**src/rtl/pixel_stream_source.sv**
```systemverilog
// pixel_stream_source: emits one IMG_W x IMG_H test-pattern frame per start
// request on an 8-bit valid/ready stream, with SOF/EOL markers and optional
// idle gaps between lines. All outputs come straight from flops.
module pixel_stream_source #(
  parameter int unsigned IMG_W    = 32,
  parameter int unsigned IMG_H    = 32,
  parameter int unsigned LINE_GAP = 2
) (
  input  logic       clk,
  input  logic       rst_n,
  input  logic       start,
  input  logic [1:0] pattern,
  input  logic [7:0] seed,
  output logic [7:0] out_data,
  output logic       out_valid,
  input  logic       out_ready,
  output logic       out_sof,
  output logic       out_eol,
  output logic       busy,
  output logic       frame_done
);

  localparam int unsigned XW = $clog2(IMG_W);
  localparam int unsigned YW = (IMG_H > 1) ? $clog2(IMG_H) : 1;
  localparam int unsigned GW = (LINE_GAP > 1) ? $clog2(LINE_GAP) : 1;

  localparam logic [XW-1:0] X_LAST = XW'(IMG_W - 1);
  localparam logic [YW-1:0] Y_LAST = YW'(IMG_H - 1);
  localparam logic [GW-1:0] G_LAST = GW'((LINE_GAP > 0) ? LINE_GAP - 1 : 0);

  typedef enum logic [1:0] {
    S_IDLE,
    S_STREAM,
    S_GAP,
    S_DONE
  } state_t;

  state_t        state_q, state_d;
  logic [XW-1:0] x_q, x_d;
  logic [YW-1:0] y_q, y_d;
  logic [GW-1:0] gap_q, gap_d;
  logic [7:0]    lfsr_q, lfsr_d;
  logic [1:0]    pattern_q, pattern_d;
  logic [7:0]    seed_q, seed_d;
  logic [7:0]    out_data_q, out_data_d;
  logic          out_valid_q, out_valid_d;
  logic          out_sof_q, out_sof_d;
  logic          out_eol_q, out_eol_d;
  logic          busy_q, busy_d;
  logic          frame_done_q, frame_done_d;
  logic          xfer;

  function automatic logic [7:0] lfsr_next(input logic [7:0] v);
    return {v[6:0], v[7] ^ v[5] ^ v[4] ^ v[3]};
  endfunction

  function automatic logic [7:0] pixel(input logic [1:0] pat, input logic [7:0] sd,
                                       input logic [7:0] x8, input logic [7:0] y8,
                                       input logic [7:0] lf);
    logic [7:0] p;
    case (pat)
      2'b00:   p = sd + x8;
      2'b01:   p = sd + y8;
      2'b10:   p = (x8[3] ^ y8[3]) ? 8'hFF : 8'h00;
      default: p = lf;
    endcase
    return p;
  endfunction

  // Next-state, counters and the next registered output beat.
  // The pixel for the following beat is computed from the post-transfer
  // x/y/lfsr values so that a new beat appears the cycle after each transfer.
  always_comb begin
    state_d      = state_q;
    x_d          = x_q;
    y_d          = y_q;
    gap_d        = gap_q;
    lfsr_d       = lfsr_q;
    pattern_d    = pattern_q;
    seed_d       = seed_q;
    out_data_d   = out_data_q;
    out_valid_d  = out_valid_q;
    out_sof_d    = out_sof_q;
    out_eol_d    = out_eol_q;
    busy_d       = busy_q;
    frame_done_d = 1'b0;
    xfer         = out_valid_q && out_ready;

    case (state_q)
      S_IDLE: begin
        out_valid_d = 1'b0;
        busy_d      = 1'b0;
        if (start) begin
          pattern_d   = pattern;
          seed_d      = seed;
          x_d         = '0;
          y_d         = '0;
          lfsr_d      = (seed == 8'h00) ? 8'h01 : seed;
          state_d     = S_STREAM;
          out_valid_d = 1'b1;
          busy_d      = 1'b1;
          out_data_d  = pixel(pattern, seed, 8'h00, 8'h00, lfsr_d);
          out_sof_d   = 1'b1;
          out_eol_d   = 1'b0;
        end
      end

      S_STREAM: begin
        if (xfer) begin
          lfsr_d = lfsr_next(lfsr_q);
          if (x_q == X_LAST) begin
            if (y_q == Y_LAST) begin
              state_d      = S_DONE;
              out_valid_d  = 1'b0;
              busy_d       = 1'b0;
              frame_done_d = 1'b1;
            end else begin
              x_d = '0;
              y_d = y_q + YW'(1);
              if (LINE_GAP > 0) begin
                state_d     = S_GAP;
                out_valid_d = 1'b0;
                gap_d       = '0;
              end
            end
          end else begin
            x_d = x_q + XW'(1);
          end
          out_data_d = pixel(pattern_q, seed_q, 8'(x_d), 8'(y_d), lfsr_d);
          out_sof_d  = 1'b0;
          out_eol_d  = (state_d != S_DONE) && (x_d == X_LAST);
        end
      end

      S_GAP: begin
        gap_d = gap_q + GW'(1);
        if (gap_q == G_LAST) begin
          state_d     = S_STREAM;
          out_valid_d = 1'b1;
        end
      end

      default: begin
        state_d     = S_IDLE;
        out_valid_d = 1'b0;
        busy_d      = 1'b0;
      end
    endcase
  end

  // State and output registers, cleared asynchronously.
  always_ff @(posedge clk or negedge rst_n) begin
    if (!rst_n) begin
      state_q      <= S_IDLE;
      x_q          <= '0;
      y_q          <= '0;
      gap_q        <= '0;
      lfsr_q       <= 8'h01;
      pattern_q    <= '0;
      seed_q       <= '0;
      out_data_q   <= '0;
      out_valid_q  <= 1'b0;
      out_sof_q    <= 1'b0;
      out_eol_q    <= 1'b0;
      busy_q       <= 1'b0;
      frame_done_q <= 1'b0;
    end else begin
      state_q      <= state_d;
      x_q          <= x_d;
      y_q          <= y_d;
      gap_q        <= gap_d;
      lfsr_q       <= lfsr_d;
      pattern_q    <= pattern_d;
      seed_q       <= seed_d;
      out_data_q   <= out_data_d;
      out_valid_q  <= out_valid_d;
      out_sof_q    <= out_sof_d;
      out_eol_q    <= out_eol_d;
      busy_q       <= busy_d;
      frame_done_q <= frame_done_d;
    end
  end

  assign out_data   = out_data_q;
  assign out_valid  = out_valid_q;
  assign out_sof    = out_sof_q;
  assign out_eol    = out_eol_q;
  assign busy       = busy_q;
  assign frame_done = frame_done_q;

endmodule

```
**config.mk**
```make
export PLATFORM = sky130hd
export DESIGN_NAME = pixel_stream_source
export DESIGN_NICKNAME = d
export VERILOG_FILES = /design/src/rtl/pixel_stream_source.sv
export SDC_FILE = /design/constraint.sdc
export NUM_CORES = 1
export LEC_CHECK = 0
export BUFFER_PORTS_ARGS = -buffer_cell sky130_fd_sc_hd__clkbuf_2
export CAP_MARGIN = 0
export CORE_UTILIZATION = 45
export CTS_CLUSTER_DIAMETER = 40
export DETAILED_ROUTE_END_ITERATION = 8
export GPL_TIMING_DRIVEN = 1
export PLACE_DENSITY = 0.62
export SLEW_MARGIN = 25
export SYNTH_ARGS = -nofsm -noshare
export SYNTH_HDL_FRONTEND = slang
export SYNTH_SLANG_ARGS = --single-unit
export TNS_END_PERCENT = 10
```
**constraint.sdc**
```tcl
create_clock -name clk -period 9.7 [get_ports clk]
set_input_delay 0 -clock clk [delete_from_list [all_inputs] [get_ports clk]]
set_output_delay 0 -clock clk [all_outputs]
set_load 0.05 [all_outputs]
```
Yosys cells after proc, flatten, opt, wreduce, memory -nomap -nowiden:

Cells that the tools add are included.

* reduce and logical (&&, ||, !) cells: 15
* order comparisons: 0
* bitwise gates (word level): 5
* multipliers: 0
* div/mod/pow operators: 0
* shifts and indexed selects: 0
* add/subtract/negate cells: 5
* mux-type cells: 54
* equal/unequal tests: 16

Operators by type and width (count)
* 5-bit two-way mux: 11
* 8-bit two-way mux: 6
* 8-bit one-hot mux with 2 select lines: 3
* 8-bit one-hot mux with 3 select lines: 1
* 5-bit one-hot mux with 2 select lines: 2
* 1-bit two-way mux: 19
* 8-bit by 5-bit adder with 8-bit output: 2
* 5-bit equality test (second input constant): 3
* 2-bit != test (second input constant): 7
* 2-bit two-way mux: 6
* 5-bit by 1-bit adder with 5-bit output (second input constant): 2
* 3-bit AND reduction: 3
* 8-bit logical NOT: 1
* 4-bit AND reduction: 2
* 2-bit by 1-bit equality test with 1-bit output (second input constant): 3
* 2-bit equality test (second input constant): 3
* 2-bit logical NOT: 3
* 1-bit one-hot mux with 2 select lines: 3
* 1-bit one-hot mux with 3 select lines: 2
* 2-bit one-hot mux with 3 select lines: 1
* 2-bit nonzero test: 2
* 1-bit bitwise XOR: 4
* 1-bit logical AND: 2
* 2-bit AND reduction: 1
* 3 further kinds: 3

* memory bits (read-only): 0
* memories kept: 0
* logic and storage cells: 108
* RAM bits: 0
* output and inout port bits: 13
* register bits after elaboration: 44
* bits of input ports: 14
* latch bits: 0

Depth between registers and ports, before layout:

* word-level depth: 10
* gate-level depth with buffers: 16
* mapped depth without buffers: 15

Worst setup path after synthesis:

No wires, ideal clock.

* kind: register -> register
* start: register x_q[0]
* end: register out_data_q[7] (netlist: out_data[7])
* setup time: 0.081 ns
* slack: 6.575 ns
* required time: 9.619 ns
* period minus slack after synthesis: 3.125 ns
* buffers on the path: 2
* cell stages (with the launch flop): 16
* arrival time: 3.045 ns
* path through: dfrtp_1 ha_1 and3_1 ha_1 buf_4 and2_0 clkbuf_1 mux2i_1 mux2i_1 ha_1 a211o_1 a21oi_1 o21ai_0 xnor2_1 or3_1 o211ai_2

* word-level cells in the longest chain between the ends: 9
* elaborated cells between the ends (all ways): 16
* classes of those cells: add/sub (3); eq/ne (1); mux (11); bitwise (1)

Ends and longest elaborated chain
* start, declared: line 39 `logic [XW-1:0] x_q, x_d;`
* start signal, assigned: line 155 `x_q <= '0;`
* start signal, assigned: line 169 `x_q <= x_d;`
* parallel branches: the longest is 6 deep, another holds 8-bit by 5-bit adder with 8-bit output
* 8-bit one-hot mux with 3 select lines (*): line 61 `case (pat)`
* 8-bit two-way mux (*): line 109 `if (xfer) begin`
* 8-bit one-hot mux with 2 select lines (*): line 89 `case (state_q)`
* end signal, assigned: line 175 `out_data_q <= out_data_d;`
* end, declared: line 45 `logic [7:0] out_data_q, out_data_d;`

Every way passes the cells marked *. The select of a mux whose other input is x is not followed.
A chain may end at the register's enable or synchronous reset.

Worst setup path after layout:

* start: register x_q[0]
* end: register out_data_q[5] (netlist: out_data[5])

Same word-level chain as after synthesis.

==> results.md <==
* Placed cell areas at 0.00296 sq mm
* Synthesized cell area at 0.00280 sq mm
* Drt pass-1 iters at 4
* Reg2Reg Setup Slack at 5.94 ns
* Async S/R FF share, synth at 100%
* Final Max Slew Viols at 0
* Yosys cell types at 57
* I/O Pins at 27
* Critical path data arrival time at 3.92 ns
* Die area at 0.00654 sq mm
* Largest net degree at the start of global routing at 45
* Maximum VDD drop at 0.138 mV
* Req. time, crit path at 9.86 ns
* First-pass GRT wire length at 12,300 um
* Mapped Nets at 343
* WS Path Type: reg2reg
* Dpl hpwl at 5200 um
* Most used DFF post-synth: dfrtp_1
* Critical Path End: out_data[5]
* Core ar. at 0.00596 sq mm
* Tcrit/Tclk final at 38.8%
* Max Cap Viol at 0
* RSZ-0062 raised after global routing: false
* # DRC at 0
* Drt via density at 5.86
* Final min period at 3.76 ns
* PwrDens at 259 mW/mm^2
* Clk_lat worst skew at 0.29 ns
* Vias in the first global route at 2,443
* Max clock buf depth at 2
* Post-route ant nets at 0
* Clock-pin slew on the worst setup and hold paths at 0.09 ns
* Synth Area per Inst at 8.78 sq um
* Cell count after synthesis at 319
* Critical Path Source Type: flip-flop
* Die width at 80.9 um
* # H-tree levels at 2
* Compound-gate portion of the synthesized area at 22.8%
* Synth Warn # at 0
* Sequential cell area fraction in the yosys report at 39.4%
* Worst hold path class: in2reg
* Xor/xnor share of the synthesized area at 2.77%
* Crit Reg-Reg Endpoint: out_data[5]
* DR iter-0 viols at 101
* Share of cells above drive strength 1 at 13.9%
* Largest family of logic cells by synthesized area: compound AO/OA/AOI/OAI gates
* Post-synthesis adder-cell area fraction at 4.74%
* Worst reg2reg path depth at 14
* Routed WL at 7390 um
* Worst Tran Pin Value at 0.830 ns
* WL/cell at 17.5 um
* Mux cell area share after synthesis at 4.38%
* Post-synth EDFFs at 0
* FP Rows at 28
* Grt ovf at 0
* Final hold vios at 0
* Chip height at 80.9 um
* CP Capture Type: flip-flop
* # Post-CTS Setup Buffers at 0
* Crit path from: x_q[0]
* Initial core utilization at 47.0%
* Cts bufs inserted at 5
* F_max at 266 MHz
* Global Route Usage Sum at 25.1%
* Max FO, Critical Path at 15
* Clock root cell: clkbuf_8
* Initial antenna violation count at 0
* Clk sinks at 44
* Fin area at 0.00316 sq mm
* Simple-Gate Fraction of Synth Area at 21.8%
* N_diodes at 0
* Worst relative slew slack at 44.6%
* Fin Setup TNS at 0 ns
* Outcome: finished clean
* Endpoints failing setup at 0
* Cell leakage power at 1.48 nW
* PortBufs at 26
* Via Count at 2,469
* FF+latch count, synth at 44
* Final Skew at 0.00709 ns
* RR Startpoint: x_q[0]
* Post-CTS resize count at 0
* Synthesis-to-finish area growth at 13.0%
* Placer Congestion at 0.801
* CTS tree: yes
* Total Nets Final at 369
kinds of logic after synthesis:
| logic type | count (synthesis) |
|---|---|
| buf+inv | 26 |
| mux | 12 |
| simple gates | 127 |
| fa+ha+maj | 10 |
| compound gates | 92 |
| xor+xnor | 8 |
| flops | 44 |
cell type report:
class                      count  area [sq um]
fill                         576          2790
multi-input combinational    249          1580
sequential                    44          1100
timing repair buffer          39           253
tap                           75          93.8
clock buffer                   6          72.6
clock inverter                 2          35.0
inverter                       6          22.5
metrics by stage:
step	worst slack, ns	cells	hold WS, ns	power (mW)	util (%)
after detailed placement	5.96	403	0.121	0.676	49.6
final	5.94	421	0.0280	0.818	53.1
after CTS	5.94	421	0.0105	0.822	53.1
after global routing	5.71	421	0.0512	0.881	53.1
after floorplan	6.57	319	-0.296	0.580	-
after global placement	6.02	403	0.117	0.673	49.6
state kept, by name (all words and copies together), names as in the netlist:
signal,cells
gap_q,1
out_sof,1
busy,1
seed_q,8
state_q,2
out_data,8
out_eol,1
pattern_q,2
out_valid,1
frame_done,1
lfsr_q,8
y_q,5
x_q,5
how the worst min path moves through the flow:
stage,start,end,slack [ns],cells after the start
6_report,pattern[0],pattern_q[0],0.03,3
4_1_cts,pattern[0],pattern_q[0],0.01,3
2_1_floorplan,rst_n,busy,-0.30,0
3_5_place_dp,rst_n,x_q[0],0.12,2
3_3_place_gp,rst_n,frame_done,0.12,2
5_1_grt,pattern[0],pattern_q[0],0.05,3
worst max-delay path: stages (launching register included):
cell and delay (ns):
dfrtp_1 0.50, ha_1 0.23, and3_1 0.20, ha_1 0.53
nor2_1 0.20, mux2_2 0.35, nand2_1 0.07, o21ai_0 0.13
ha_1 0.35, o21a_1 0.14, a21oi_1 0.20, nor3b_1 0.07
nor4_1 0.40, o21a_1 0.20, a22oi_2 0.04
layout by cell type (no fill, tap or decap), types with 2 or more instances in the layout:
| cell type | n |
|---|---|
| nand2_1 | 51 |
| dfrtp_1 | 43 |
| clkbuf_2 | 26 |
| o21ai_0 | 24 |
| nor2_1 | 21 |
| a21oi_1 | 18 |
| nand3_1 | 14 |
| mux2i_1 | 10 |
| dlygate4sd3_1 | 10 |
| ha_1 | 9 |
| nor2b_1 | 8 |
| a31oi_1 | 7 |
| nand2b_1 | 7 |
| inv_1 | 6 |
| a211oi_1 | 6 |
| and3_1 | 5 |
| xnor2_1 | 5 |
| nor4_1 | 5 |
| a221oi_1 | 5 |
| clkbuf_8 | 5 |
| nand4_1 | 3 |
| o31ai_1 | 3 |
| nor3_1 | 3 |
| a21o_1 | 3 |
| o21a_1 | 3 |
| a22o_1 | 3 |
| a311oi_1 | 3 |
| o21ai_1 | 3 |
| buf_4 | 3 |
| and4_1 | 2 |
| mux2_2 | 2 |
| xor2_1 | 2 |
| nor3b_1 | 2 |
report_power, final:
| group | switching (mW) | internal, mW |
|---|---|---|
| clock network | 0.0633 | 0.0765 |
| logic | 0.232 | 0.145 |
| registers | 0.0637 | 0.237 |
| total | 0.359 | 0.459 |
synthesized netlist by cell type, types with 4 or more instances:
| cell type | number | area, sq um |
|---|---|---|
| dfrtp_1 | 43 | 1080 |
| clkbuf_1 | 12 | 45.0 |
| inv_1 | 6 | 22.5 |
| nor4_1 | 5 | 31.3 |
| mux2i_1 | 10 | 100 |
| nor2_1 | 21 | 78.8 |
| a211oi_1 | 6 | 45.0 |
| a31oi_1 | 7 | 43.8 |
| xnor2_1 | 5 | 43.8 |
| ha_1 | 9 | 113 |
| nor2b_1 | 8 | 50.1 |
| and3_1 | 5 | 31.3 |
| nand2_1 | 51 | 191 |
| a221oi_1 | 5 | 43.8 |
| buf_2 | 4 | 20.0 |
| nand3_1 | 14 | 70.1 |
| a21oi_1 | 18 | 90.1 |
| nand2b_1 | 7 | 43.8 |
| o21ai_0 | 24 | 120 |
per-layer routing:
layer	wire (um)	share of wire [%]	global-route usage, %	vias to the layer above
met2	3670	50	42.8	61
met4	84	1.1	6.61	0
met1	3310	45	33.2	1192
li1	-	-	-	1210
met5	0	0	0	-
met3	325	4.4	3.82	6
what timing repair did:
item,4_1_cts,5_1_grt
hold endpoints to repair,55,0
hold buffers,10,0
endpoints found under the setup margin,0,0
Power figures use the tool's default switching activity.
